$ cat src/rtl/score_readback_bcd.sv
// score_readback_bcd: scans stored reaction times from the register file,
// reduces them to one statistic (best, average, last, run count) and
// converts the result to four BCD digits for the seven-segment decoders.
module score_readback_bcd #(
   parameter int SCORE_W = 13,
   parameter int ADDR_W  = 3
) (
   input  logic               Clock,
   input  logic               Reset,
   input  logic               Start,
   input  logic [1:0]         Select,
   input  logic [SCORE_W-1:0] RunCount,
   output logic [ADDR_W-1:0]  ReadQ,
   input  logic [SCORE_W-1:0] DataQ,
   output logic               Busy,
   output logic               Done,
   output logic [3:0]         Digit0,
   output logic [3:0]         Digit1,
   output logic [3:0]         Digit2,
   output logic [3:0]         Digit3
);

   localparam int MAX_SLOT = (1 << ADDR_W) - 1;
   localparam int SUM_W    = 16;

   typedef enum logic [2:0] {
      IDLE = 3'd0,
      SCAN = 3'd1,
      DIV  = 3'd2,
      BCD  = 3'd3,
      DONE = 3'd4
   } state_t;

   state_t stateR, stateNextS;

   logic [1:0]         selR;
   logic [ADDR_W-1:0]  nR;
   logic [SUM_W-1:0]   sumR;      // running sum in SCAN, quotient shift register in DIV
   logic [SCORE_W-1:0] bestR;
   logic [SCORE_W-1:0] lastR;
   logic [ADDR_W-1:0]  remR;
   logic [3:0]         cntR;
   logic [SCORE_W-1:0] binR;
   logic [15:0]        bcdR;

   logic [ADDR_W-1:0]  nStartS;
   logic               scanLastS;
   logic [ADDR_W:0]    divTrialS;
   logic               divFitS;
   logic [ADDR_W:0]    divDiffS;
   logic [ADDR_W-1:0]  divRemNextS;
   logic [SUM_W-1:0]   quotNextS;
   logic [SCORE_W-1:0] avgS;
   logic [SCORE_W-1:0] valueS;
   logic [15:0]        bcdNextS;

   // One double-dabble iteration: add 3 to every digit >= 5, then shift in the next binary bit.
   function automatic logic [15:0] dabbleStep(input logic [15:0] bcdIn, input logic bitIn);
      logic [15:0] adj;
      adj = bcdIn;
      for (int k = 0; k < 4; k++) begin
         if (adj[4*k +: 4] >= 4'd5) begin
            adj[4*k +: 4] = adj[4*k +: 4] + 4'd3;
         end else begin
            adj[4*k +: 4] = adj[4*k +: 4];
         end
      end
      return {adj[14:0], bitIn};
   endfunction

   // Datapath helpers: slot count clamp, scan end, one restoring-division step, result mux.
   always_comb begin
      nStartS     = RunCount[ADDR_W-1:0];
      scanLastS   = 1'b0;
      divTrialS   = {remR, sumR[SUM_W-1]};
      divFitS     = 1'b0;
      divDiffS    = divTrialS;
      divRemNextS = divTrialS[ADDR_W-1:0];
      quotNextS   = {sumR[SUM_W-2:0], 1'b0};
      avgS        = {SCORE_W{1'b0}};
      valueS      = {SCORE_W{1'b0}};
      bcdNextS    = dabbleStep(bcdR, binR[SCORE_W-1]);

      if (RunCount > SCORE_W'(MAX_SLOT)) begin
         nStartS = ADDR_W'(MAX_SLOT);
      end else begin
         nStartS = RunCount[ADDR_W-1:0];
      end

      if ((nR == {ADDR_W{1'b0}}) || (ReadQ == nR)) begin
         scanLastS = 1'b1;
      end else begin
         scanLastS = 1'b0;
      end

      // Remainder stays below N, so it always fits back into ADDR_W bits.
      if (divTrialS >= {1'b0, nR}) begin
         divFitS     = 1'b1;
         divDiffS    = divTrialS - {1'b0, nR};
         divRemNextS = divDiffS[ADDR_W-1:0];
      end else begin
         divFitS     = 1'b0;
         divDiffS    = divTrialS;
         divRemNextS = divTrialS[ADDR_W-1:0];
      end
      quotNextS = {sumR[SUM_W-2:0], divFitS};

      // Division by zero would yield all ones; an empty table averages to 0.
      if (nR == {ADDR_W{1'b0}}) begin
         avgS = {SCORE_W{1'b0}};
      end else begin
         avgS = quotNextS[SCORE_W-1:0];
      end

      case (selR)
         2'd0:    valueS = bestR;
         2'd1:    valueS = avgS;
         2'd2:    valueS = lastR;
         2'd3:    valueS = {{(SCORE_W-ADDR_W){1'b0}}, nR};
         default: valueS = {SCORE_W{1'b0}};
      endcase
   end

   // State register.
   always_ff @(posedge Clock) begin
      if (Reset) begin
         stateR <= IDLE;
      end else begin
         stateR <= stateNextS;
      end
   end

   // Next-state logic.
   always_comb begin
      stateNextS = stateR;
      case (stateR)
         IDLE: begin
            if (Start) begin
               stateNextS = SCAN;
            end else begin
               stateNextS = IDLE;
            end
         end
         SCAN: begin
            if (scanLastS) begin
               stateNextS = DIV;
            end else begin
               stateNextS = SCAN;
            end
         end
         DIV: begin
            if (cntR == 4'd15) begin
               stateNextS = BCD;
            end else begin
               stateNextS = DIV;
            end
         end
         BCD: begin
            if (cntR == 4'(SCORE_W - 1)) begin
               stateNextS = DONE;
            end else begin
               stateNextS = BCD;
            end
         end
         DONE:    stateNextS = IDLE;
         default: stateNextS = IDLE;
      endcase
   end

   // Datapath and registered outputs, advanced in step with the state register.
   always_ff @(posedge Clock) begin
      if (Reset) begin
         selR   <= 2'd0;
         nR     <= {ADDR_W{1'b0}};
         sumR   <= {SUM_W{1'b0}};
         bestR  <= {SCORE_W{1'b1}};
         lastR  <= {SCORE_W{1'b0}};
         remR   <= {ADDR_W{1'b0}};
         cntR   <= 4'd0;
         binR   <= {SCORE_W{1'b0}};
         bcdR   <= 16'd0;
         ReadQ  <= {ADDR_W{1'b0}};
         Busy   <= 1'b0;
         Done   <= 1'b0;
         Digit0 <= 4'd0;
         Digit1 <= 4'd0;
         Digit2 <= 4'd0;
         Digit3 <= 4'd0;
      end else begin
         case (stateR)
            IDLE: begin
               Done <= 1'b0;
               if (Start) begin
                  selR  <= Select;
                  nR    <= nStartS;
                  sumR  <= {SUM_W{1'b0}};
                  bestR <= {SCORE_W{1'b1}};
                  lastR <= {SCORE_W{1'b0}};
                  cntR  <= 4'd0;
                  Busy  <= 1'b1;
                  if (nStartS == {ADDR_W{1'b0}}) begin
                     ReadQ <= {ADDR_W{1'b0}};
                  end else begin
                     ReadQ <= ADDR_W'(1);
                  end
               end
            end
            SCAN: begin
               if (nR == {ADDR_W{1'b0}}) begin
                  bestR <= {SCORE_W{1'b0}};
                  lastR <= {SCORE_W{1'b0}};
               end else begin
                  sumR  <= sumR + {{(SUM_W-SCORE_W){1'b0}}, DataQ};
                  lastR <= DataQ;
                  if (DataQ < bestR) begin
                     bestR <= DataQ;
                  end
               end
               if (scanLastS) begin
                  ReadQ <= {ADDR_W{1'b0}};
                  remR  <= {ADDR_W{1'b0}};
                  cntR  <= 4'd0;
               end else begin
                  ReadQ <= ReadQ + ADDR_W'(1);
               end
            end
            DIV: begin
               sumR <= quotNextS;
               remR <= divRemNextS;
               cntR <= cntR + 4'd1;
               if (cntR == 4'd15) begin
                  // Final quotient bit is produced on this edge, so load the BCD input from it directly.
                  binR <= valueS;
                  bcdR <= 16'd0;
                  cntR <= 4'd0;
               end
            end
            BCD: begin
               bcdR <= bcdNextS;
               binR <= {binR[SCORE_W-2:0], 1'b0};
               cntR <= cntR + 4'd1;
               if (cntR == 4'(SCORE_W - 1)) begin
                  Digit0 <= bcdNextS[3:0];
                  Digit1 <= bcdNextS[7:4];
                  Digit2 <= bcdNextS[11:8];
                  Digit3 <= bcdNextS[15:12];
                  Busy   <= 1'b0;
                  Done   <= 1'b1;
               end
            end
            DONE: begin
               Done <= 1'b0;
               Busy <= 1'b0;
            end
            default: begin
               Done  <= 1'b0;
               Busy  <= 1'b0;
               ReadQ <= {ADDR_W{1'b0}};
            end
         endcase
      end
   end

endmodule

$ cat config.mk
export PLATFORM = sky130hd
export DESIGN_NAME = score_readback_bcd
export DESIGN_NICKNAME = d
export VERILOG_FILES = /design/src/rtl/score_readback_bcd.sv
export SDC_FILE = /design/constraint.sdc
export NUM_CORES = 1
export LEC_CHECK = 0
export ABC_AREA = 1
export BUFFER_PORTS_ARGS = -buffer_cell sky130_fd_sc_hd__buf_2
export CORE_MARGIN = 3
export CORE_UTILIZATION = 40
export CTS_CLUSTER_SIZE = 20
export DETAILED_ROUTE_END_ITERATION = 8
export HOLD_SLACK_MARGIN = 0.05
export PLACE_DENSITY_LB_ADDON = 0.08
export SKIP_CTS_REPAIR_TIMING = 1
export SYNTH_ARGS = -nofsm -noshare
export SYNTH_HDL_FRONTEND = slang
export SYNTH_SLANG_ARGS = --single-unit
$ cat constraint.sdc
create_clock -name Clock -period 2.7 [get_ports Clock]
set_clock_uncertainty 0.2 [all_clocks]
set_input_delay 0.27 -clock Clock [delete_from_list [all_inputs] [get_ports Clock]]
set_output_delay 0.27 -clock Clock [all_outputs]
set_load 0.05 [all_outputs]
# After elaboration in Yosys (flattened, before gate mapping)
# Cells that the tools add are included.
# word_totals
regBits	107
output_inout_bits	21
inputBits	31
wordCells	117
# classes
muxes	44
addsub	8
n_lt_le_gt_ge	7
bitwise	2
n_reduce_logical	23
n_eq_ne	16
# op_table
op	count
2-to-1 mux 13 bit	7
one-hot mux 13 bit (2 select lines)	3
one-hot mux 13 bit (4 select lines)	1
2-to-1 mux 16 bit	3
one-hot mux 16 bit (3 select lines)	1
one-hot mux 16 bit (2 select lines)	1
2-to-1 mux 4 bit	6
2-to-1 mux 3 bit	7
adder 16 x 13 -> 16 bit	1
greater-or-equal comparator 4 x 3 -> 1 bit, second input constant	4
one-hot mux 4 bit (4 select lines)	1
AND reduction 2 bit	7
greater-than comparator 13 x 3 -> 1 bit, second input constant	1
< comparator 13 bit	1
adder 4 x 2 -> 4 bit, second input constant	3
one-hot mux 3 bit (4 select lines)	1
AND reduction 3 bit	4
!= test 2 bit, second input constant	5
logical NOT 3 bit	3
one-hot mux 3 bit (3 select lines)	1
== test 4 bit, second input constant	2
2-to-1 mux 1 bit	8
== test 3 x 2 -> 1 bit, second input constant	2
one-hot mux 3 bit (2 select lines)	1
other kinds (22)	26

# Longest topological paths before layout
# depth
depth_word	6
ltp_mapped	13
mapped_depth_nobuf	12

# Least setup slack after synthesis
# OpenSTA, ideal clock, no wires.
# synth_timing
path_type	register to register
start	reg sumR[0]
end	reg sumR[12]
period_less_slack_ns	1.803
path_buffers	0
setup_ns	0.119
stages_incl_launch_ff	12
required_ns	2.381
arrival_time_ns	1.484
setup_slack_ns	0.897
path_cell_list	dfxtp_1 -> ha_1 -> inv_1 -> fa_1 -> inv_1 -> nand3_1 -> nand3_1 -> nand3_1 -> nand3_1 -> nand2_1 -> nand3_1 -> a21oi_1
# synth_via
elab_chain_len	3
# synth_rtl
item	line_no	rtl
start: declaration	38	logic [SUM_W-1:0] sumR;
start signal: assignment	175	sumR <= {SUM_W{1'b0}};
start signal: assignment	196	sumR <= {SUM_W{1'b0}};
start signal: assignment	213	sumR <= sumR + {{(SUM_W-SCORE_W){1'b0}}, DataQ};
adder 16 x 13 -> 16 bit	213	
2-to-1 mux 16 bit	209	if (nR == {ADDR_W{1'b0}}) begin
one-hot mux 16 bit (3 select lines)	190	case (stateR)
# Every way passes these cells. The select of a mux whose other input is x is not followed.
# A chain may end at the register's enable or synchronous reset.

# Final worst setup path
# layout_timing
start	reg stateR[1]
end	reg binR[1]
# layout_via
elab_chain_len	3
elab_cells_between_ends	6
cone_classes	3 x eq/ne; 1 x mux; 2 x reduce/logical
# layout_rtl
item	line_no	rtl
start: declaration	34	state_t stateR, stateNextS;
start signal: assignment	129	stateR <= stateNextS;
== test 3 x 2 -> 1 bit	190	
!= test 2 bit (no source line) or nonzero test 2 bit (tied branches)	--	
AND reduction 2 bit (no source line)	--	
end signal: assignment	180	binR <= {SCORE_W{1'b0}};
end signal: assignment	233	binR <= valueS;
end signal: assignment	240	binR <= {binR[SCORE_W-2:0], 1'b0};
end: declaration	43	logic [SCORE_W-1:0] binR;
# Parallel ways exist; a longest one is shown, timed or not.

==> results.md <==
- Status: finished, final reports clean
- Pin count of the biggest net entering global routing: 46
- Post-Layout Inst Area: 7100 um^2
- H-tree levels: 3
- Number of diodes: 0
- Nets: around 1000
- # DRC: 0
- Clock buffer depth: 2
- Distinct cell type count after synthesis: between 40 and 50
- Cell depth of the worst setup path: 11
- Ys async rst share: 0%
- Final setup fails: 0
- Commonest non-fill, non-tap cells in the layout: nand2_1 (242), dfxtp_1 (107), a21oi_1 (104), inv_1 (101), o21ai_0 (73)
- DIE HEIGHT: 131 um
- Vias post-DR: ~6000
- Largest family of logic cells by synthesized area: simple AND/OR/NAND/NOR gates
- Core area: 15300 um^2
- Final TNS setup: 0 ps
- Leading cell type in the layout, fill and taps excluded: nand2_1
- CTS tree: built
- Initial Util: approximately two fifths
- Worst Setup SP: stateR[1]$_SDFF_PP0_
- Fin. Hold Viols: 0
- Switch Pwr: around 1.7 mW
- Gate Count Post-Synth: 928
- Clk sinks: ~110
- #FFs+latches synth: around 110
- RePlAce Congestion: 0.845
- Worst Reg-to-Reg Cells: 11
- Area growth syn-to-layout: 13.1%
- DRT iter0 DRCs: 416
- First-pass DRT Iterations: 5
- Clk network pwr share: 30.3%
- All-Layer GR Usage: 20.9%
- Flop2flop setup slack: 620 ps
- Adder-Cell Fraction of Synth Area: approximately 8.4%
- Slowest stage cell on the critical path: dfxtp_1
- Number of buffers and inverters on the critical path: 3
- Worst setup path endpoint: binR[1]$_SDFFE_PP0P_
- TritonCTS buffer count: 9
- Worst-Margin Slew: 602 ps
- CP endpoint kind: flip-flop
- Worst skew pair latency: 350 ps
- Pint: 3.04 mW
- Crit path kind: flip-flop to flip-flop
- # Max-Cap Violations: 0
- Top delay family on crit path: simple AND/OR/NAND/NOR gates
- Post-synthesis compound-gate area fraction: around 17%
- Hold crit path type: input pin to flip-flop
- Tmin final: around 2100 ps
- Net count after synthesis: 1000
- WL per Instance: 15.1 um
- Dpl cells: 1174
- Initial antenna violation count: 0
- Post-DP Area: 6770 um^2
- Vias/cell: 5.07
- Post-Synth Simple-Gate Area: roughly 30%
- Die width: about 130 um
- XOR/XNOR Fraction of Synth Area: 1.53%
- Combinational share of power: between 30 and 40%
- CP peak stage delay: 370 ps
- Num rows: 45
- First-pass GRT wire length: roughly 29000 um
- PwrDens: 671 nW/um^2
- DRT Wirelength: roughly 18000 um
- CP arrival: 2110 ps
- Syn_area_per_cell: 6.77 um^2
- ANT nets after route: 0
- Leak: 3.36 nW
- EDFF count, synth: 0
- Worst R2R End: binR[1]$_SDFFE_PP0P_
- Die Footprint: ~17000 um^2
- HPWL after DPL: 13400 um
- Mux cell area share after synthesis: 0%
- Worst IR Drop VDD: between 0.3 and 0.4 mV
- Post-route insts no fill: about 1200
- Synth warn: 0
- I/O Pins: 52
- Reg-to-Reg Start: stateR[1]$_SDFF_PP0_
- Max Freq: 481 MHz
- Top_reg_cell synth: dfxtp_1
- Unrepaired setup endpoints after global routing: false
- CP cell instances: inv_2 > nor2_4 > nand2_2 > inv_2 > nand2_2 > nand2_2 > inv_2 > nand2_1 > nand2_1 > a21oi_1 > nor2_1
- CP max FO: 16
- Global-route congestion overflow total: 0
- Cell Area, Synth: 6280 um^2
- Period Utilization, post-route: 77.1%
- Layout cells sized above 1: ~11%
- Max-slew violation count: 0
- Vias in the first global route: 5496
- Port Buffer Count: 51
- Slew headroom: 59.9%
- Startpoint type of the worst setup path: flip-flop
- Reg power frac: slightly below 40%
- CP Data Required Time: 2720 ps
- Clk root buf: clkbuf_16
- Clock-pin transition on the worst setup and hold timing paths: 70 ps
- Seq/Total Area, Yosys: 34.1%
- Sw Ratio: 36.2%
## metal layers
metal	vias up	GRT usage [%]	part of all wire, %
met3	14	3.60	4.6
met1	2736	30.3	50
met5	-	0	0
met2	140	32.7	44
met4	0	4.43	1.3
li1	3146	-	-
## synth_stat cells (3+ instances only)
| master | count | share of area [%] |
|---|---|---|
| nand2_1 | 242 | 14 |
| dfxtp_1 | 107 | 34 |
| a21oi_1 | 104 | 8.3 |
| inv_1 | 101 | 6.0 |
| o21ai_0 | 73 | 5.8 |
| nand3_1 | 71 | 5.7 |
| nor2_1 | 48 | 2.9 |
| ha_1 | 39 | 7.8 |
| nor3_1 | 18 | 1.4 |
| clkbuf_1 | 17 | 1.0 |
| nand3b_1 | 13 | 1.6 |
| buf_2 | 10 | 0.80 |
| nand4_1 | 10 | 1.0 |
| inv_2 | 9 | 0.54 |
| xor2_1 | 8 | 1.1 |
| a31oi_1 | 6 | 0.60 |
| nand2_2 | 5 | 0.50 |
| o22ai_1 | 5 | 0.50 |
| o21ai_1 | 4 | 0.32 |
| or2_2 | 4 | 0.40 |
| buf_4 | 3 | 0.36 |
| nor2_4 | 3 | 0.54 |
| xnor2_1 | 3 | 0.42 |
## state kept, by name (all words and copies together) (netlist names), 4 cells and up
register and cells:
bcdR 16, sumR 16, bestR 13, binR 13, lastR 13, Digit0 4
Digit1 4, Digit2 4, Digit3 4, cntR 4
## worst min-delay path by stage
| stage | to | cells past startpoint | slack, ps | from |
|---|---|---|---|---|
| finish | nR[2]$_SDFFE_PP0P_ | 5 | 40 | RunCount[2] |
| floorplan | nR[0]$_SDFFE_PP0P_ | 2 | 220 | RunCount[0] |
| global route | nR[2]$_SDFFE_PP0P_ | 5 | 70 | RunCount[2] |
| detailed placement | bestR[12]$_SDFFE_PP1P_ | 2 | 250 | bestR[12]$_SDFFE_PP1P_ |
| CTS | nR[0]$_SDFFE_PP0P_ | 3 | -20 | RunCount[0] |
| global placement | bestR[12]$_SDFFE_PP1P_ | 2 | 240 | bestR[12]$_SDFFE_PP1P_ |
## cell families (layout without fill, tap and decap cells)
| logic type | Yosys count | count (layout) |
|---|---|---|
| xor+xnor | 11 | 11 |
| flops | 107 | 107 |
| buf+inv | 144 | 196 |
| fa+ha+maj | 41 | 41 |
| compound gates | 203 | 203 |
| simple gates | 422 | 422 |
## stage by stage
stage | hold WS, ps | setup slack, ps | util, % | total power, mW
finish | 44.0 | 619 | 46.6 | 4.76
floorplan | 225 | 897 | - | 2.91
global route | 73.3 | 396 | 46.6 | 5.08
CTS | -22.6 | 590 | 46.4 | 4.80
global placement | 240 | 599 | 44.4 | 3.35
detailed placement | 246 | 610 | 44.4 | 3.34
## area by class of cell
type                            count  area [um^2]
Clock buffer                       10          229
Tap cell                          211          264
Fill cell                        1640         8160
Clock inverter                      5         86.3
Multi-Input combinational cell    677         3560
Timing Repair Buffer               69          395
Sequential cell                   107         2140
Inverter                          112          423
## tightest hold or removal path: stages
cell and delay, ps:
buf_2 80, nor2_1 40, nand2_1 50, o211ai_1 70
inv_1 50
## power by group through the flow
stage	registers [mW]	clock network (mW)	logic (mW)
after detailed placement	1.91	0	1.43
after floorplan	1.88	0	1.03
after CTS	1.88	1.48	1.44
after global routing	1.90	1.53	1.65
final	1.88	1.44	1.44
after global placement	1.91	0	1.44
No activity file was read; power rests on OpenSTA's default activity.
